File: config.mk
export PLATFORM = sky130hd
export DESIGN_NAME = led_pwm_fader
export DESIGN_NICKNAME = d
export VERILOG_FILES = /design/src/rtl/led_pwm_fader.sv
export SDC_FILE = /design/constraint.sdc
export NUM_CORES = 1
export LEC_CHECK = 0
export BUFFER_PORTS_ARGS = -buffer_cell sky130_fd_sc_hd__buf_2
export CAP_MARGIN = 30
export CORE_MARGIN = 4
export CORE_UTILIZATION = 62
export CTS_BUF_LIST = sky130_fd_sc_hd__clkbuf_2 sky130_fd_sc_hd__clkbuf_4 sky130_fd_sc_hd__clkbuf_8
export CTS_CLUSTER_SIZE = 12
export DETAILED_ROUTE_END_ITERATION = 7
export GPL_ROUTABILITY_DRIVEN = 0
export PLACE_DENSITY = 0.84
export SLEW_MARGIN = 30
export SYNTH_ARGS = -nofsm -noshare
export SYNTH_HDL_FRONTEND = slang
export SYNTH_SLANG_ARGS = --single-unit
File: constraint.sdc
create_clock -name iclk -period 4.12 [get_ports iclk]
set_input_delay 0.824 -clock iclk [delete_from_list [all_inputs] [get_ports iclk]]
set_output_delay 0.824 -clock iclk [all_outputs]
set_load 0.05 [all_outputs]
File: src/rtl/led_pwm_fader.sv
// Purpose : per-LED brightness (instant attack, timed linear fade) rendered as glitch-free PWM.
// Latency : ivled -> level 2 clocks; level -> owvled at the next PWM period start + 1 register.
// Backpres: none; free-running stage with no handshake, ienable=0 freezes all state and blanks outputs.
//
// Ports:
//   iclk     system clock
//   irst     synchronous reset, active-high
//   ivled    [NUM_LED] LED pattern from the LED FSM (same clock domain), 1 = lit
//   ienable  1 = run, 0 = hold levels/counters and force owvled/otick low
//   owvled   [NUM_LED] registered PWM drive, 1 = LED on
//   otick    registered one-cycle decay-tick pulse
//
// Optional feature: define LED_PWM_GAMMA_EN to apply a square-law brightness
// map to each level before it reaches the PWM comparator; the default build is
// a linear map with no multiplier.

module led_pwm_fader #(
    parameter int NUM_LED    = 8,
    parameter int PWM_BITS   = 8,
    parameter int DECAY_DIV  = 46875,
    parameter int DECAY_STEP = 1
) (
    input  logic               iclk,
    input  logic               irst,
    input  logic [NUM_LED-1:0] ivled,
    input  logic               ienable,
    output logic [NUM_LED-1:0] owvled,
    output logic               otick
);

    // A one-clock divider still needs a 1-bit counter to keep the logic legal.
    localparam int TICK_W = (DECAY_DIV > 1) ? $clog2(DECAY_DIV) : 1;

    localparam logic [PWM_BITS-1:0] MAX       = {PWM_BITS{1'b1}};
    localparam logic [TICK_W-1:0]   TICK_LAST = TICK_W'(DECAY_DIV - 1);
    localparam logic [PWM_BITS-1:0] STEP      = PWM_BITS'(DECAY_STEP);
    localparam int                  STEP_I    = DECAY_STEP;

    // ------------------------------------------------------------------
    // State
    // ------------------------------------------------------------------
    logic [NUM_LED-1:0]  r_vled;
    logic [TICK_W-1:0]   tick_cnt;
    logic [PWM_BITS-1:0] pwm_cnt;
    logic [PWM_BITS-1:0] level [NUM_LED];
    logic [PWM_BITS-1:0] duty  [NUM_LED];

    // Period boundary: the shadow duty registers load only here, so a
    // running period is never cut short by a level change.
    logic period_end;
    assign period_end = (pwm_cnt == MAX);

    // ------------------------------------------------------------------
    // Brightness map from fade level to PWM duty
    // ------------------------------------------------------------------
    function automatic logic [PWM_BITS-1:0] level_map(input logic [PWM_BITS-1:0] lvl);
`ifdef LED_PWM_GAMMA_EN
        logic [2*PWM_BITS-1:0] sq;
        sq = {{PWM_BITS{1'b0}}, lvl} * {{PWM_BITS{1'b0}}, lvl};
        // Full scale is pinned so a lit LED stays constant high.
        if (lvl == MAX) begin
            return MAX;
        end
        return sq[2*PWM_BITS-1:PWM_BITS];
`else
        return lvl;
`endif
    endfunction

    // ------------------------------------------------------------------
    // Input register: source is the same clock domain, one stage suffices.
    // ------------------------------------------------------------------
    always_ff @(posedge iclk) begin
        if (irst) begin
            r_vled <= '0;
        end else begin
            r_vled <= ivled;
        end
    end

    // ------------------------------------------------------------------
    // Decay-tick divider. otick is registered, so it is high on the cycle
    // after the counter reaches its last value; the level update below
    // consumes that registered pulse.
    // ------------------------------------------------------------------
    always_ff @(posedge iclk) begin
        if (irst) begin
            tick_cnt <= '0;
            otick    <= 1'b0;
        end else if (ienable) begin
            if (tick_cnt == TICK_LAST) begin
                tick_cnt <= '0;
            end else begin
                tick_cnt <= tick_cnt + 1'b1;
            end
            otick <= (tick_cnt == TICK_LAST);
        end else begin
            otick <= 1'b0;
        end
    end

    // ------------------------------------------------------------------
    // PWM period counter, free-running and wrapping naturally at MAX.
    // ------------------------------------------------------------------
    always_ff @(posedge iclk) begin
        if (irst) begin
            pwm_cnt <= '0;
        end else if (ienable) begin
            pwm_cnt <= pwm_cnt + 1'b1;
        end
    end

    // ------------------------------------------------------------------
    // Per-channel level: a lit pattern bit wins over a same-cycle decay
    // tick; decay saturates at zero instead of wrapping.
    // ------------------------------------------------------------------
    always_ff @(posedge iclk) begin
        if (irst) begin
            for (int i = 0; i < NUM_LED; i++) begin
                level[i] <= '0;
            end
        end else if (ienable) begin
            for (int i = 0; i < NUM_LED; i++) begin
                if (r_vled[i]) begin
                    level[i] <= MAX;
                end else if (otick) begin
                    if (int'(level[i]) > STEP_I) begin
                        level[i] <= level[i] - STEP;
                    end else begin
                        level[i] <= '0;
                    end
                end
            end
        end
    end

    // ------------------------------------------------------------------
    // Duty shadow: samples the level as it stands before any same-cycle
    // update, so a change at the boundary shows up one period later.
    // ------------------------------------------------------------------
    always_ff @(posedge iclk) begin
        if (irst) begin
            for (int i = 0; i < NUM_LED; i++) begin
                duty[i] <= '0;
            end
        end else if (ienable && period_end) begin
            for (int i = 0; i < NUM_LED; i++) begin
                duty[i] <= level_map(level[i]);
            end
        end
    end

    // ------------------------------------------------------------------
    // PWM comparator. Full duty is forced high explicitly because the plain
    // compare would drop the output for the pwm_cnt==MAX clock.
    // ------------------------------------------------------------------
    always_ff @(posedge iclk) begin
        if (irst) begin
            owvled <= '0;
        end else if (ienable) begin
            for (int i = 0; i < NUM_LED; i++) begin
                owvled[i] <= (duty[i] == MAX) | (pwm_cnt < duty[i]);
            end
        end else begin
            owvled <= '0;
        end
    end

endmodule
==> flow_summary.ini, run 1 <==
[timing]
fin_crit_ns = 2.83
finalMaxSlewViolations = 0
worst_slack_ns = 1.29
setup_viol = 0
finalHoldViolations = 0
slew_headroom_pct = 47.1
max_freq_mhz = 354
setup_tns_ns = 0
finClkSkew_ns = 0.00845
tightest_slew_ns = 0.793
post-route-period-util_pct = 68.6
rsz0062_at_grt = no

[setup_path]
start_kind = flip-flop
crit_buf_inv = 1
crit_path_cell_trace = ha_1 > and3_1 > nand4_2 > nand2_2 > buf_12
required_ns = 4.25
cp.arrival_ns = 2.96
slowest_delay_ns = 0.72
end_kind = flip-flop
crit_family = simple AND/OR/NAND/NOR gates
crit_cells = 5
slowest_stage = dfxtp_1
critical_path_class = flip-flop to flip-flop
r2r_cells = 5
crit_fanout = 48

[hold_path]
hold_class = flip-flop to flip-flop
worstHoldPathCells = 2

[layout]
final_core_util_pct = 67.7
area_delta_synth_final_pct = 6.99
multiInputGateArea_mm2 = 0.00411
final_nets = 970
drive_gt1_share_pct = 8.81
diodes = 0
fillers = 1059
register_area_mm2 = 0.00466

[detailed_routing]
vias_per_cell = 5.85
drc_errors = 0
post_drt_wl_per_cell_um = 16.1
vias = 6329
drtIter0Drc = 559
ant_nets = 0
wl_um = 17400
dr.pass1.iters = 7

[place]
dpl.hpwl_um = 12200
dp_slack_ns = 1.00
portBuffers = 19

[yosys]
synth_nets = 944
synthMuxAreaShare_pct = 0.109
yosys.area_share.simple_pct = 18.4
yosysWarnings = 0
async_flop_share_pct = 0
synth_top_area_share_pct = 42.0
synth_edf_count = 128
syn_area_mm2 = 0.00916
synth_fa_ha_area_share_pct = 10.2
synth_seq_cells = 169
synth_top_area_cell = edfxtp_1
synthXorXnorAreaFrac_pct = 6.41
ys_seq_area_share_pct = 50.9
netlist_top_cells_area = edfxtp_1, ha_1, dfxtp_1
synth_top_family_by_area = simple AND/OR/NAND/NOR gates
synth_compound_area_share_pct = 9.70
ys_types = 50
synth_flop_cell = edfxtp_1
synth_area_per_cell_um2 = 10.7
syn_inst = 858

[global_routing]
overflow = 0
grt_max_degree = 49
grt_pass1_vias = 6115
antenna_found_initial = 0
grt_pass1_wl_um = 29000
grt_usage_pct = 22.0

[floorplanning]
die_w_um = 130
core_mm2 = 0.0145
die_h_um = 130
pin_count = 20
start_util_pct = 63.3
dieArea_mm2 = 0.0168
fp-row-count = 44

[flow_run]
maxCapViolations = 0

[power]
p_leak_uw = 0.00388
power_density_mw_per_mm2 = 339
vdd_drop_max_v = 0.000194
total_power_uw = 3330

[clocking]
cts_buffers = 17
ctsResizeCount = 0
path_clk_slew_ns = 0.08
clock-root-buffer = clkbuf_8
cts_tree = built
cts_setup_buffers = 0
cts_htree_levels = 4
ctsHoldBuffers = 0
clk_latency_ns = 0.45
clk_path_buf_depth = 2
clock-sinks = 169

[outcome]
status = complete, no violations
cells in the mapped netlist, types with 9 or more instances:
| cell type | n |
|---|---|
| ha_1 | 75 |
| xor2_1 | 31 |
| and2_1 | 37 |
| nor3_1 | 47 |
| o21ai_0 | 32 |
| nand4_1 | 23 |
| nor2_1 | 55 |
| edfxtp_1 | 128 |
| dfxtp_1 | 41 |
| or3_1 | 21 |
| nand3_1 | 11 |
| a21oi_1 | 59 |
| nor2b_1 | 20 |
| clkbuf_1 | 9 |
| nand2_1 | 61 |
| nor4_1 | 10 |
| xnor2_1 | 36 |
| nand2b_1 | 10 |
| inv_1 | 82 |
kinds of logic (layout without fill, tap and decap cells):
group                      count (synthesis)  count (layout)
AOI/OAI and AO/OA                        129             129
xor gates and xnor gates                  67              67
adders and majority gates                 75              75
buffers and inverters                    100             139
DFF                                      169             169
muxes                                      1               1
and+or+nand+nor                          317             317
through the flow:
step	hold WS, ns	std cells	cell area, um2
floorplan	0.484	858	9160
detailed placement	0.517	1049	9460
CTS	0.534	1081	9800
global placement	0.497	1049	9460
global route	0.555	1081	9800
finish	0.535	1081	9800
worst register-to-register path: stages (launching register included):
cell     delay [ns]
dfxtp_1        0.72
ha_1           0.27
and3_1         0.21
nand4_2        0.42
nand2_2        0.54
buf_12         0.31
flip-flops by register name, indices dropped and copies added (netlist names):
signal	count
duty	64
level	64
tick_cnt	16
owvled	8
pwm_cnt	8
r_vled	8
otick	1
metal layers:
metal | vias to the layer above | GRT usage [%] | share of wire (%)
met5 | - | 0 | 0
met4 | 0 | 9.47 | 2.8
met3 | 40 | 3.63 | 4.7
met2 | 151 | 35.8 | 48
met1 | 3022 | 29.4 | 45
li1 | 3116 | - | -
cell usage in the layout (no fill, tap or decap), types with 3 or more instances in the layout:
cell       count
inv_1         82
nor2_1        55
xor2_1        31
and4_1         3
nand3_1       11
or3_1         21
o21ai_0       32
a2111oi_0      8
nand2b_1      10
nor3_1        47
buf_4          3
clkbuf_4       3
buf_2         19
clkinv_2       4
o21ba_2        5
nand3b_1       5
a21oi_1       59
nor2b_1       20
xnor2_1       36
o41ai_1        8
nand2_1       60
clkinv_1       6
clkbuf_8      17
nand4_1       23
a21oi_2        4
ha_1          75
and2_1        37
nor4_1        10
dfxtp_1       41
edfxtp_1     128
a311oi_4       5
layout make-up:
cell class,count,area share (%)
Sequential cell,169,47.6
Inverter,84,3.22
Clock inverter,12,0.855
Clock buffer,20,2.62
Timing Repair Buffer,23,1.40
Tap cell,184,2.35
Multi-Input combinational cell,589,42.0
where the power goes:
part           switching, uW  internal [uW]  leakage [uW]
registers               74.5           1920       0.00163
clock network            559            481      0.000174
logic                    183            115       0.00208
total                    816           2510       0.00388
path summary, 6_finish.rpt:
| path | startpoint | to | slack (ns) |
|---|---|---|---|
| setup / recovery | pwm_cnt[1] | duty[0][4] | 1.29 |
| hold / removal | tick_cnt[1] | tick_cnt[1] | 0.53 |
| setup reg to reg | pwm_cnt[1] | duty[0][4] | 1.29 |
| hold reg to reg | tick_cnt[1] | tick_cnt[1] | 0.53 |
Note: power is estimated with default switching activity, not from simulation.
==> run 2: changes to the inputs <==
--- a/config.mk
+++ b/config.mk
@@ -8,7 +8,7 @@
 export BUFFER_PORTS_ARGS = -buffer_cell sky130_fd_sc_hd__buf_2
 export CAP_MARGIN = 30
 export CORE_MARGIN = 4
-export CORE_UTILIZATION = 62
+export CORE_UTILIZATION = 59
 export CTS_BUF_LIST = sky130_fd_sc_hd__clkbuf_2 sky130_fd_sc_hd__clkbuf_4 sky130_fd_sc_hd__clkbuf_8
 export CTS_CLUSTER_SIZE = 12
 export DETAILED_ROUTE_END_ITERATION = 7
==> constraint.sdc (replaced) <==
create_clock -name iclk -period 2.49 [get_ports iclk]
set_input_delay 0.498 -clock iclk [delete_from_list [all_inputs] [get_ports iclk]]
set_output_delay 0.498 -clock iclk [all_outputs]
set_load 0.05 [all_outputs]
==> flow_summary.ini, run 2 (same netlist as run 1, synthesis figures left out) <==
[hold_path]
worstHoldPathCells = 2
hp-start = ivled[6]
hold_path_end = r_vled[6]
hold_class = primary input to flip-flop

[flow_run]
maxCapViolations = 0

[global_routing]
grt_usage_pct = 21.8
grt_pass1_wl_um = 30900
grt_max_degree = 41
grt_pass1_vias = 6424
overflow = 0
antenna_found_initial = 0

[timing]
slew_headroom_pct = 52.0
fin_crit_ns = 2.22
max_freq_mhz = 450
setup_tns_ns = 0
finClkSkew_ns = 0.0114
hold_slack_ns = 0.233
finalMaxSlewViolations = 0
rsz0062_at_grt = no
finalHoldViolations = 0
setup_viol = 0
tightest_slew_ns = 0.702
post-route-period-util_pct = 89.3

[detailed_routing]
vias_per_cell = 5.81
dr.pass1.iters = 7
ant_nets = 0
drc_errors = 0
vias = 6425
post_drt_wl_per_cell_um = 16.6
wl_um = 18400
drtIter0Drc = 518

[floorplanning]
start_util_pct = 60.3
dieArea_mm2 = 0.0176
pin_count = 20
core_mm2 = 0.0152
die_w_um = 133
die_h_um = 133
fp-row-count = 45

[setup_path]
rr_startpoint = pwm_cnt[1]
crit_buf_inv = 1
slowest_stage = a2111oi_0
slowest_delay_ns = 0.65
r2r_cells = 5
critical_path_class = flip-flop to flip-flop
end_kind = flip-flop
crit_fanout = 7
r2r_end = owvled[7]
r2r_slack_ns = 0.27
crit_family = compound AO/OA/AOI/OAI gates
cp.arrival_ns = 2.60
required_ns = 2.86
start_kind = flip-flop
crit_path_cell_trace = buf_4 > ha_1 > a2111oi_0 > nor3_1 > o41ai_1

[clocking]
clk_path_buf_depth = 2
path_clk_slew_ns = 0.09
ctsResizeCount = 0
cts_htree_levels = 4
ctsHoldBuffers = 0
clock-root-buffer = clkbuf_8
clock-sinks = 169
cts_setup_buffers = 0
cts_buffers = 17
clk_latency_ns = 0.47
cts_tree = built

[layout]
area_delta_synth_final_pct = 9.14
drive_gt1_share_pct = 11.2
diodes = 0
fillers = 1133
reg_top3 = duty x64, level x64, tick_cnt x16
mostFrequentLayoutCells = edfxtp_1, inv_1, ha_1
final_cells = 1105
mostFrequentLayoutCell = edfxtp_1
final_nets = 990
multiInputGateArea_mm2 = 0.00412
register_area_mm2 = 0.00466

[place]
portBuffers = 19
dp_cells = 1073
dpl.hpwl_um = 12800

[power]
vdd_drop_max_v = 0.000368
p_leak_uw = 0.00400
power_density_mw_per_mm2 = 570

[outcome]
status = complete, no violations
## run 2: per-layer routing
| metal | wire length, um | GRT usage, % |
|---|---|---|
| met5 | 0 | 0 |
| met1 | 7750 | 27.0 |
| met2 | 9180 | 36.9 |
| met3 | 884 | 4.37 |
| met4 | 552 | 9.99 |
## run 2: worst max-delay path by stage
| stage | slack, ns | endpoint | from | cells after the start |
|---|---|---|---|---|
| global placement | 0.51 | duty[0][13] | pwm_cnt[1] | 5 |
| finish | 0.27 | owvled[7] | pwm_cnt[1] | 5 |
| detailed placement | 0.45 | level[0][19] | ienable | 6 |
| global route | 0.14 | owvled[7] | pwm_cnt[1] | 5 |
| floorplan | 0.28 | duty[0][0] | pwm_cnt[1] | 5 |
| CTS | 0.32 | owvled[7] | pwm_cnt[1] | 5 |
## run 2: cell type report
| type | count | share of cell area [%] |
|---|---|---|
| Clock buffer | 19 | 2.49 |
| Clock inverter | 13 | 1.28 |
| Multi-Input combinational cell | 589 | 41.2 |
| Timing Repair Buffer | 43 | 2.88 |
| Tap cell | 188 | 2.35 |
| Sequential cell | 169 | 46.7 |
| Inverter | 84 | 3.15 |
## run 2: power breakdown
| group | leakage, uW | total [uW] | internal [uW] | switching [uW] |
|---|---|---|---|---|
| registers | 0.00163 | 3280 | 3170 | 115 |
| clock network | 0.000186 | 1880 | 900 | 982 |
| logic | 0.00218 | 530 | 206 | 324 |
## run 2: worst register-to-register path: stages (launching register included)
cell       delay [ns]
dfxtp_1          0.52
buf_4            0.23
ha_1             0.26
a2111oi_0        0.65
nor3_1           0.16
o41ai_1          0.32
## run 2: through the flow
step	cell area, um2	setup slack (ns)	total power [uW]	utilization (%)
4_1_cts	10000	0.317	5730	65.8
6_report	10000	0.267	5700	65.8
3_5_place_dp	9620	0.449	3860	63.3
2_1_floorplan	9170	0.281	3690	-
3_3_place_gp	9620	0.511	3840	63.3
5_1_grt	10000	0.140	5930	65.8
